--- src/rtl/aes_stream_ctrl_pkg.sv ---
// Shared types and block geometry for the AES-128 word-serial stream controller.
package aes_stream_ctrl_pkg;

  localparam int WORDS_PER_BLOCK = 4;
  localparam int BLOCK_W         = 128;
  localparam int WORD_W          = 32;
  localparam int CNT_W           = $clog2(WORDS_PER_BLOCK);

  typedef enum logic [1:0] {
    IDLE,
    START,
    WAIT,
    DRAIN
  } state_t;

  // New words enter at the bottom so the first word ends up in the MSW slot.
  function automatic logic [BLOCK_W-1:0] shift_in_word(input logic [BLOCK_W-1:0] blk,
                                                       input logic [WORD_W-1:0]  word);
    return {blk[BLOCK_W-WORD_W-1:0], word};
  endfunction

endpackage

--- src/rtl/aes_block_serializer.sv ---
// Holds one 128-bit result block and presents it as four valid/ready words, MSW first.
module aes_block_serializer
  import aes_stream_ctrl_pkg::*;
(
  input  logic               clk,
  input  logic               reset,
  input  logic               i_load,
  input  logic [BLOCK_W-1:0] i_block,
  input  logic               i_m_ready,
  output logic               o_m_valid,
  output logic [WORD_W-1:0]  o_m_data,
  output logic               o_m_last,
  output logic               o_done
);

  logic [BLOCK_W-1:0] r_buf;
  logic [CNT_W-1:0]   r_out_cnt;
  logic               r_valid;
  logic               w_fire;
  logic               w_last_word;

  assign w_fire      = r_valid & i_m_ready;
  assign w_last_word = (r_out_cnt == CNT_W'(WORDS_PER_BLOCK - 1));

  // The buffer shifts up one word per handshake, so the head word is always the top slice.
  always_ff @(posedge clk) begin
    if (reset) begin
      r_buf     <= '0;
      r_out_cnt <= '0;
      r_valid   <= 1'b0;
    end else if (i_load) begin
      r_buf     <= i_block;
      r_out_cnt <= '0;
      r_valid   <= 1'b1;
    end else if (w_fire) begin
      r_buf     <= {r_buf[BLOCK_W-WORD_W-1:0], {WORD_W{1'b0}}};
      r_out_cnt <= r_out_cnt + CNT_W'(1);
      if (w_last_word) begin
        r_valid <= 1'b0;
      end
    end
  end

  assign o_m_valid = r_valid;
  assign o_m_data  = r_buf[BLOCK_W-1 -: WORD_W];
  assign o_m_last  = r_valid & w_last_word;
  assign o_done    = w_fire & w_last_word;

endmodule

--- src/rtl/aes_stream_ctrl.sv ---
// Word-serial front/back end for an iterative AES-128 core: key port, plaintext
// assembly, launch, completion watchdog and ciphertext drain.
module aes_stream_ctrl
  import aes_stream_ctrl_pkg::*;
#(
  parameter int DATA_W  = 32,
  parameter int TIMEOUT = 16
) (
  input  logic               clk,
  input  logic               reset,
  input  logic               i_key_we,
  input  logic [1:0]         i_key_idx,
  input  logic [DATA_W-1:0]  i_key_data,
  input  logic               i_s_valid,
  output logic               o_s_ready,
  input  logic [DATA_W-1:0]  i_s_data,
  output logic               o_m_valid,
  input  logic               i_m_ready,
  output logic [DATA_W-1:0]  o_m_data,
  output logic               o_m_last,
  output logic [BLOCK_W-1:0] o_core_plaintext,
  output logic [BLOCK_W-1:0] o_core_key,
  output logic               o_core_start,
  input  logic [BLOCK_W-1:0] i_core_cipher,
  input  logic               i_core_ready,
  output logic               o_busy,
  output logic               o_key_loaded,
  output logic               o_err_timeout
);

  localparam int TMR_W = $clog2(TIMEOUT + 1);

  state_t                     r_state;
  logic [WORD_W-1:0]          r_key_words [WORDS_PER_BLOCK];
  logic [WORDS_PER_BLOCK-1:0] r_key_mask;
  logic [BLOCK_W-1:0]         r_in_buf;
  logic [CNT_W-1:0]           r_word_cnt;
  logic [BLOCK_W-1:0]         r_op_pt;
  logic [BLOCK_W-1:0]         r_op_key;
  logic [TMR_W-1:0]           r_timer;
  logic                       r_err;
  logic                       r_core_start;

  logic [BLOCK_W-1:0]         w_key_flat;
  logic                       w_s_fire;
  logic                       w_load;
  logic                       w_drain_done;

  // Key words may be written in any state; the running block uses its own snapshot.
  always_ff @(posedge clk) begin
    if (reset) begin
      for (int i = 0; i < WORDS_PER_BLOCK; i++) begin
        r_key_words[i] <= '0;
      end
      r_key_mask <= '0;
    end else if (i_key_we) begin
      r_key_words[i_key_idx] <= i_key_data;
      r_key_mask[i_key_idx]  <= 1'b1;
    end
  end

  assign w_key_flat   = {r_key_words[0], r_key_words[1], r_key_words[2], r_key_words[3]};
  assign o_key_loaded = &r_key_mask;
  assign o_s_ready    = (r_state == IDLE) & o_key_loaded;
  assign w_s_fire     = i_s_valid & o_s_ready;
  assign w_load       = (r_state == WAIT) & i_core_ready;

  // The timeout compare fires one cycle early so err_timeout is visible exactly
  // TIMEOUT cycles after core_start; a same-cycle core_ready still takes priority.
  always_ff @(posedge clk) begin
    if (reset) begin
      r_state      <= IDLE;
      r_in_buf     <= '0;
      r_word_cnt   <= '0;
      r_op_pt      <= '0;
      r_op_key     <= '0;
      r_timer      <= '0;
      r_err        <= 1'b0;
      r_core_start <= 1'b0;
    end else begin
      r_core_start <= 1'b0;
      case (r_state)
        IDLE: begin
          if (w_s_fire) begin
            r_in_buf   <= shift_in_word(r_in_buf, i_s_data);
            r_word_cnt <= r_word_cnt + CNT_W'(1);
            if (r_word_cnt == CNT_W'(WORDS_PER_BLOCK - 1)) begin
              r_op_pt      <= shift_in_word(r_in_buf, i_s_data);
              r_op_key     <= w_key_flat;
              r_core_start <= 1'b1;
              r_state      <= START;
            end
          end
        end
        START: begin
          r_timer <= '0;
          r_state <= WAIT;
        end
        WAIT: begin
          r_timer <= r_timer + TMR_W'(1);
          if (i_core_ready) begin
            r_state <= DRAIN;
          end else if (r_timer == TMR_W'(TIMEOUT - 2)) begin
            r_err   <= 1'b1;
            r_state <= IDLE;
          end
        end
        DRAIN: begin
          if (w_drain_done) begin
            r_state <= IDLE;
          end
        end
        default: r_state <= IDLE;
      endcase
    end
  end

  aes_block_serializer u_serializer (
    .clk       (clk),
    .reset     (reset),
    .i_load    (w_load),
    .i_block   (i_core_cipher),
    .i_m_ready (i_m_ready),
    .o_m_valid (o_m_valid),
    .o_m_data  (o_m_data),
    .o_m_last  (o_m_last),
    .o_done    (w_drain_done)
  );

  assign o_core_plaintext = r_op_pt;
  assign o_core_key       = r_op_key;
  assign o_core_start     = r_core_start;
  assign o_busy           = (r_state != IDLE);
  assign o_err_timeout    = r_err;

endmodule

--- config.mk ---
export PLATFORM = sky130hd
export DESIGN_NAME = aes_stream_ctrl
export DESIGN_NICKNAME = d
export VERILOG_FILES = /design/src/rtl/aes_stream_ctrl_pkg.sv /design/src/rtl/aes_block_serializer.sv /design/src/rtl/aes_stream_ctrl.sv
export SDC_FILE = /design/constraint.sdc
export NUM_CORES = 1
export LEC_CHECK = 0
export BUFFER_PORTS_ARGS = -buffer_cell sky130_fd_sc_hd__buf_4
export CORE_UTILIZATION = 54
export DETAILED_ROUTE_END_ITERATION = 8
export PLACE_DENSITY_LB_ADDON = 0.2
export SYNTH_ARGS = -nofsm -noshare
export SYNTH_HDL_FRONTEND = slang
export SYNTH_SLANG_ARGS = --single-unit
--- constraint.sdc ---
create_clock -name clk -period 2.1 [get_ports clk]
set_input_delay 0.315 -clock clk [delete_from_list [all_inputs] [get_ports clk]]
set_output_delay 0.315 -clock clk [all_outputs]
set_load 0.01 [all_outputs]
; Word level (Yosys, flattened, before mapping)
; Memories as Yosys holds them, arrays and structs flattened. A register that Yosys moved wholly into a read port is not among the register bits.
; Index checks and enable logic that the tools add are counted.
[totals]
ff_bits = 370
wordCells = 75
mem_count = 1
ram_bits = 128
[mem_list]
columns = memory, depth, word_bits, read_ports, rd_clocked_by_memory_dff, wr, line_no
row1 = r_key_words, 4, 32, 4, 4, 4, aes_stream_ctrl.sv:34  ; logic [WORD_W-1:0] r_key_words [WORDS_PER_BLOCK];
[op_classes]
n_eq_ne = 10
n_mux = 23
add_sub_neg = 3
n_bitwise = 10
reduce_logical = 15
n_lt_le_gt_ge = 2
[ops]
columns = op, n
row1 = $mux 128, 2
row2 = $mux 32, 1
row3 = $reduce_or 32->1, 1
row4 = $mux 2, 6
row5 = $mux 1, 11
row6 = $pmux 5 s2, 1
row7 = $eq 2x2->1 const B, 4
row8 = $pmux 2 s4, 1
row9 = $reduce_and 4->1, 2
row10 = $reduce_bool 2->1, 4
row11 = $and 1x1->1, 6
row12 = $reduce_and 3->1, 2
row13 = $add 5x1->5 const B, 1
row14 = $eq 5x4->1 const B, 1
row15 = $add 2x1->2 const B, 2
row16 = $ne 2x1->1 const B, 2
row17 = $or 4x4->4, 1
row18 = $reduce_and 2->1, 2
row19 = $lt 2x3->1 const B, 1
row20 = $ne 3x2->1 const B, 1
row21 = $not 1->1, 3
row22 = $reduce_or 3->1, 1
row23 = $demux 1 s2, 1
row24 = $eq 2x1->1 const B, 1
row25 = 5 further kinds, 5

; Depth between registers and ports, before layout
; Gate-level depths: netlist (run 1).
[depth]
word_depth = 5
mapped_depth = 9

; Hierarchy
; From an unflattened synthesis (run 1), not the netlist that was laid out.
[unflattened]
hier_cells = 2613
area_unflattened_um2 = 23886.7
[by_module_without_submodules]
columns = mod, seq_area_each_um2, cells_per_inst, area_each_um2, instances
row1 = aes_stream_ctrl, 11190.7, 1879, 17609.4, 1
row2 = aes_block_serializer, 2622.5, 734, 6277.3, 1

; Worst setup path before layout (run 1)
; OpenSTA, ideal clock, no wires.
[synth_timing]
path_type = input to register
startpoint = input port reset
endpoint = memory r_key_words[1][0] (enable)
cell_stages = 4
arrival_time_ps = 1470
n_path_buf = 0
setup_ps = 375
t_required_ps = 1725
path_slack_ps = 256
path_cell_list = inv_1 nand2_1 nor3b_1 or2_2
[synth_rtl]
columns = element, line_no
row1 = from (decl), aes_stream_ctrl.sv:10  ; input logic reset,
row2 = to (decl), aes_stream_ctrl.sv:34

; Worst setup path in the final report (run 1)
[layout_timing]
startpoint = register u_serializer.r_valid (netlist: u_serializer.o_m_valid)
endpoint = output port o_m_last
[layout_via]
elab_chain_cells = 1
[layout_lines]
columns = element, line_no
row1 = from (decl), aes_block_serializer.sv:18  ; logic r_valid;
row2 = from (signal assigned), aes_block_serializer.sv:30  ; r_valid <= 1'b0;
row3 = from (signal assigned), aes_block_serializer.sv:34  ; r_valid <= 1'b1;
row4 = from (signal assigned), aes_block_serializer.sv:39  ; r_valid <= 1'b0;
row5 = $and 1x1->1, aes_block_serializer.sv:46  ; assign o_m_last = r_valid & w_last_word;
row6 = to (decl), aes_stream_ctrl.sv:20  ; output logic o_m_last,
; Every way passes these cells.

==> results of run 1 <==
logic make-up (layout without fill, tap and decap cells):
logic type	after synthesis	after routing	share of synthesized area, %
compound gates	497	497	12.7
xor+xnor	5	5	0.189
fa+ha+maj	7	7	0.377
buf+inv	246	825	5.66
flops	626	626	59.5
mux	1	1	0.0431
other cells	0	2	0
simple gates	1195	1195	21.5
through the flow:
stage	hold slack [ns]	cells	setup slack [ns]
after floorplan	0.432	2577	0.256
after global placement	0.436	3417	0.167
after detailed placement	0.445	3417	0.0803
after CTS	0.000516	3695	0.0278
after global routing	0.00804	3697	0.0102
final	0.00134	3697	0.0823
path summary, 6_finish.rpt:
| check | startpoint | end | slack (ns) | cells past startpoint |
|---|---|---|---|---|
| min reg2reg | r_in_buf[71] | o_core_plaintext[103] | 0.45 | 2 |
| max | u_serializer.o_m_valid | o_m_last | 0.08 | 3 |
| max reg2reg | r_state[0] | u_serializer.r_buf[126] | 0.14 | 6 |
| min | i_core_cipher[32] | u_serializer.r_buf[32] | 0.001 | 3 |
Yosys cell counts, drive strengths merged:
cell,instances
nand2,809
dfxtp,498
a21oi,360
nor2,135
and2,130
buf,129
edfxtp,128
clkbuf,108
nand3,101
a311oi,97
a22oi,32
inv,9
ha,7
nor3,5
a21o,4
xor2,4
nand4,3
or2,3
nand2b,2
nor3b,2
a32oi,1
a41o,1
and3,1
mux2i,1
nand3b,1
nand4b,1
nor2b,1
o21a,1
o21ai,1
or3,1
xnor2,1
worst max-delay path: stages (launching register included):
cell     delay (ns)
dfxtp_2        0.38
buf_4          0.39
and2_1         0.19
buf_4          0.13
where the power goes:
group	switching [mW]	leakage [nW]	total, mW	internal, mW
registers	0.0840	5.25	12.6	12.5
clock network	4.55	0.948	10.5	6.00
logic	0.619	5.34	1.21	0.594
area by class of cell:
| cell class | instances | area (um2) |
|---|---|---|
| inverter | 9 | 33.8 |
| clock buffer | 97 | 1770 |
| antenna | 2 | 5.00 |
| sequential | 626 | 13800 |
| tap | 539 | 674 |
| fill | 3031 | 11500 |
| clock inverter | 17 | 143 |
| multi-input combinational | 1705 | 8160 |
| timing repair buffer | 702 | 5990 |
sequential cells by signal (all words and copies together), names as in the netlist, 2 cells and up:
signal                  count
r_timer                     5
r_state                     2
u_serializer.r_out_cnt      2
o_core_key                128
r_key_mask                  4
r_in_buf                   96
r_key_words               128
o_core_plaintext          128
u_serializer.r_buf        128
r_word_cnt                  2
timing repair:
| item | CTS | global route |
|---|---|---|
| endpoints found under the setup margin | 0 | 40 |
| hold endpoints to repair | 237 | 0 |
| setup buffers | 0 | 0 |
| gates resized for setup | 0 | 2 |
| hold buffers | 164 | 0 |
per-layer routing:
metal	wire (um)	part of all wire, %	up-vias	global-route usage (%)
met2	33400	48	849	50.4
met3	5860	8.4	209	6.66
met1	27000	39	9760	38.9
met5	0	0	-	0
met4	3560	5.1	0	16.5
li1	-	-	9650	-
==> results.cfg, run 1 <==
[run_status]
outcome = finished clean

[critical_path]
path_max_fanout = 40
cp.required_ns = 1.78
startpoint_type = flip-flop
critPathArrivalTime_ns = 1.70
end_kind = primary output
crit_type = flip-flop to primary output

[route]
final_antenna_net_count = 0
drc = 0
drt-initial-drc-count = 2041
wl_per_cell_um = 18.9
num_vias = 20468
via_per_inst = 5.54
wl_um = 69800
drtPass1Iterations = 5

[sta]
fin_crit_ns = 2.02
finalClockSkew_ns = 0.0195
clock.fmax_ghz = 0.496
worst_slew_pin_slew_ns = 0.978
post-route-period-util_pct = 96.1
fin_tns_setup_ns = 0
hold_viol_final = 0
finalMaxSlewViolations = 0
max_slew_margin_pct = 34.8
setup_violations = 0
rsz0062_at_grt = false

[floorplan]
rows = 75
die_area_um2 = 43800
die_w_um = 209
start_util_pct = 55.1
fp.coreArea_um2 = 42100
fp.dieH_um = 209
io_pins = 495

[cells_and_area]
fin_area_um2 = 30600
layout_common_cells = nand2_1 (807), buf_4 (513), dfxtp_1 (497)
area_growth_pct = 31.7
fin_nets = 3311
utilization_pct = 72.6
drive_gt1_share_pct = 20.5
layout.cells.most_common = nand2_1

[global_routing]
antenna_found_initial = 2
grt_pass1_wl_um = 108000
grt_max_degree = 185
grt_pass1_vias = 19832
grt_use_total_pct = 31.1
grt.overflow.total = 0

[clocking]
clkLatencyLatePin_ns = 0.62
cts_htree_levels = 2
cts.path.max_buffers = 3
cts-root-buf = clkbuf_16
path_clk_slew_ns = 0.06
numCtsBuffers = 60
tritoncts = yes
clock-sinks = 626

[placed_design]
io_buffers = 494
hpwl_um = 44400
place.gp.congestion = 0.902
dpl-instance-area_um2 = 27000

[yosys]
ys_seq_area_share_pct = 59.5
netlist_area_um2 = 23200
yosys.cell_types.count = 37
ys_ff_latch = 626
syn_area_per_cell_um2 = 9.01
syn_inst = 2577
synth_area_leaders = dfxtp_1 (43%), edfxtp_1 (17%), nand2_1 (13%), a21oi_1 (7.8%), a311oi_1 (3.7%)
synth_top_area_share_pct = 42.9
yosysWarnings = 0
synth_nets = 2784
post-synth-top-area-cell = dfxtp_1

[power_and_ir_drop]
p_per_area_nw_per_um2 = 796
worst_ir_drop_vdd_mv = 0.709
p_leak_nw = 11.5
power_mw = 24.3

[job]
timing.max_cap.violations = 0

[hold_path]
hold_path_class = primary input to flip-flop
(Power assumes the default switching activity.)
==> inputs of run 2 (changes only) <==
CORE_ASPECT_RATIO = 0.5   (was unset)
==> results.cfg, run 2 (synthesis results as in run 1) <==
[run_status]
outcome = finished clean

[global_routing]
antenna_found_initial = 1
grt_use_total_pct = 27.5
grt_pass1_vias = 18512
grt_max_degree = 218
grt.overflow.total = 0
grt_pass1_wl_um = 96100

[floorplan]
fp.dieH_um = 149
fp.coreArea_um2 = 42200
die_w_um = 295
start_util_pct = 55.1
io_pins = 495
die_area_um2 = 43900
rows = 53

[power_and_ir_drop]
power_mw = 23.6
p_leak_nw = 11.1
p_per_area_nw_per_um2 = 797
worst_ir_drop_vdd_mv = 0.518

[sta]
worst_slew_pin_slew_ns = 1.03
finalClockSkew_ns = 0.0197
finalMaxSlewViolations = 0
fin_crit_ns = 1.98
setup_slack_ns = 0.123
rsz0062_at_grt = false
whs_ns = 0.0273
clock.fmax_ghz = 0.506
max_slew_margin_pct = 31.2
fin_tns_setup_ns = 0
setup_violations = 0
hold_viol_final = 0
post-route-period-util_pct = 94.2

[route]
wl_um = 62500
final_antenna_net_count = 0
num_vias = 19419
drtPass1Iterations = 5
wl_per_cell_um = 17.2
drt-initial-drc-count = 1327
via_per_inst = 5.36
drc = 0

[critical_path]
regToRegSetupSlack_ns = 0.19
path_max_fanout = 100
critPathArrivalTime_ns = 1.66
crit_type = flip-flop to primary output
reg2reg_to = o_core_plaintext[47]
worstRegToRegCells = 7
critPathLaunch = u_serializer.o_m_valid
r2r_start = r_state[0]
cp.required_ns = 1.78
startpoint_type = flip-flop
end_kind = primary output

[clocking]
cts_hold_buf = 65
cts-root-buf = clkbuf_16
cts_htree_levels = 2
postCtsSetupRepairBufs = 0
clock-sinks = 626
path_clk_slew_ns = 0.07
clkLatencyLatePin_ns = 0.58
tritoncts = yes
post_cts_resize_count = 0
cts.path.max_buffers = 3
numCtsBuffers = 52

[placed_design]
io_buffers = 494
dpl-instance-area_um2 = 27200
place.gp.congestion = 0.828
hpwl_um = 40400
pre_cts_slack_ns = 0.232
dp.cells = 3461

[cells_and_area]
fin_area_um2 = 29600
utilization_pct = 70.1
fin_cells = 3625
area_growth_pct = 27.4
layout_common_cells = nand2_1 (806), buf_4 (516), dfxtp_1 (497)
drive_gt1_share_pct = 21.3
layout.cells.most_common = nand2_1
fin_nets = 3210

[hold_path]
worstHoldPathCells = 3
hold_path.startpoint = i_core_cipher[127]
hold_path_class = primary input to flip-flop
whs_endpoint = u_serializer.r_buf[127]

[job]
timing.max_cap.violations = 0
==> run 2: cell count changes in the layout (fill, tap and decap cells not counted), sizes merged <==
cell	previous run	this run
bufinv	2	4
clkinv	13	20
buf	538	544
inv	11	13
diode	2	1
clkinvlp	0	1
clkbuf	97	69
dlygate4sd3	164	65
==> run 2: worst max-delay path by stage <==
stage,end,slack [ns],depth (start not counted)
CTS,o_m_last,0.10,3
global route,o_core_plaintext[47],0.04,7
floorplan,r_key_words[1][0],0.26,4
global placement,o_core_plaintext[50],0.30,7
detailed placement,o_core_plaintext[75],0.23,7
finish,o_m_last,0.12,3
==> run 2: critical path, stage by stage, from the launching register on <==
cell,delay [ns]
dfxtp_4,0.38
buf_12,0.37
and2_1,0.19
buf_4,0.13
==> run 2: cell type report <==
type,instances,area [um2]
Clock buffer,69,1500
Fill cell,3368,12600
Multi-Input combinational cell,1705,8160
Inverter,9,33.8
Clock inverter,29,254
Antenna cell,1,2.50
Sequential cell,626,13800
Timing Repair Buffer,609,5080
Tap cell,577,722
==> run 2: power breakdown <==
part           internal [mW]  total [mW]  switching, mW
sequential              12.5        12.6         0.0743
combinational          0.475        1.03          0.554
clock                   5.55        9.98           4.43
==> run 2: metal layers <==
| layer | global-route usage (%) | vias up | wire [um] |
|---|---|---|---|
| met2 | 51.7 | 548 | 33300 |
| met5 | 0 | - | 0 |
| li1 | - | 9428 | - |
| met4 | 11.5 | 0 | 2500 |
| met3 | 4.78 | 137 | 3220 |
| met1 | 30.7 | 9306 | 23500 |
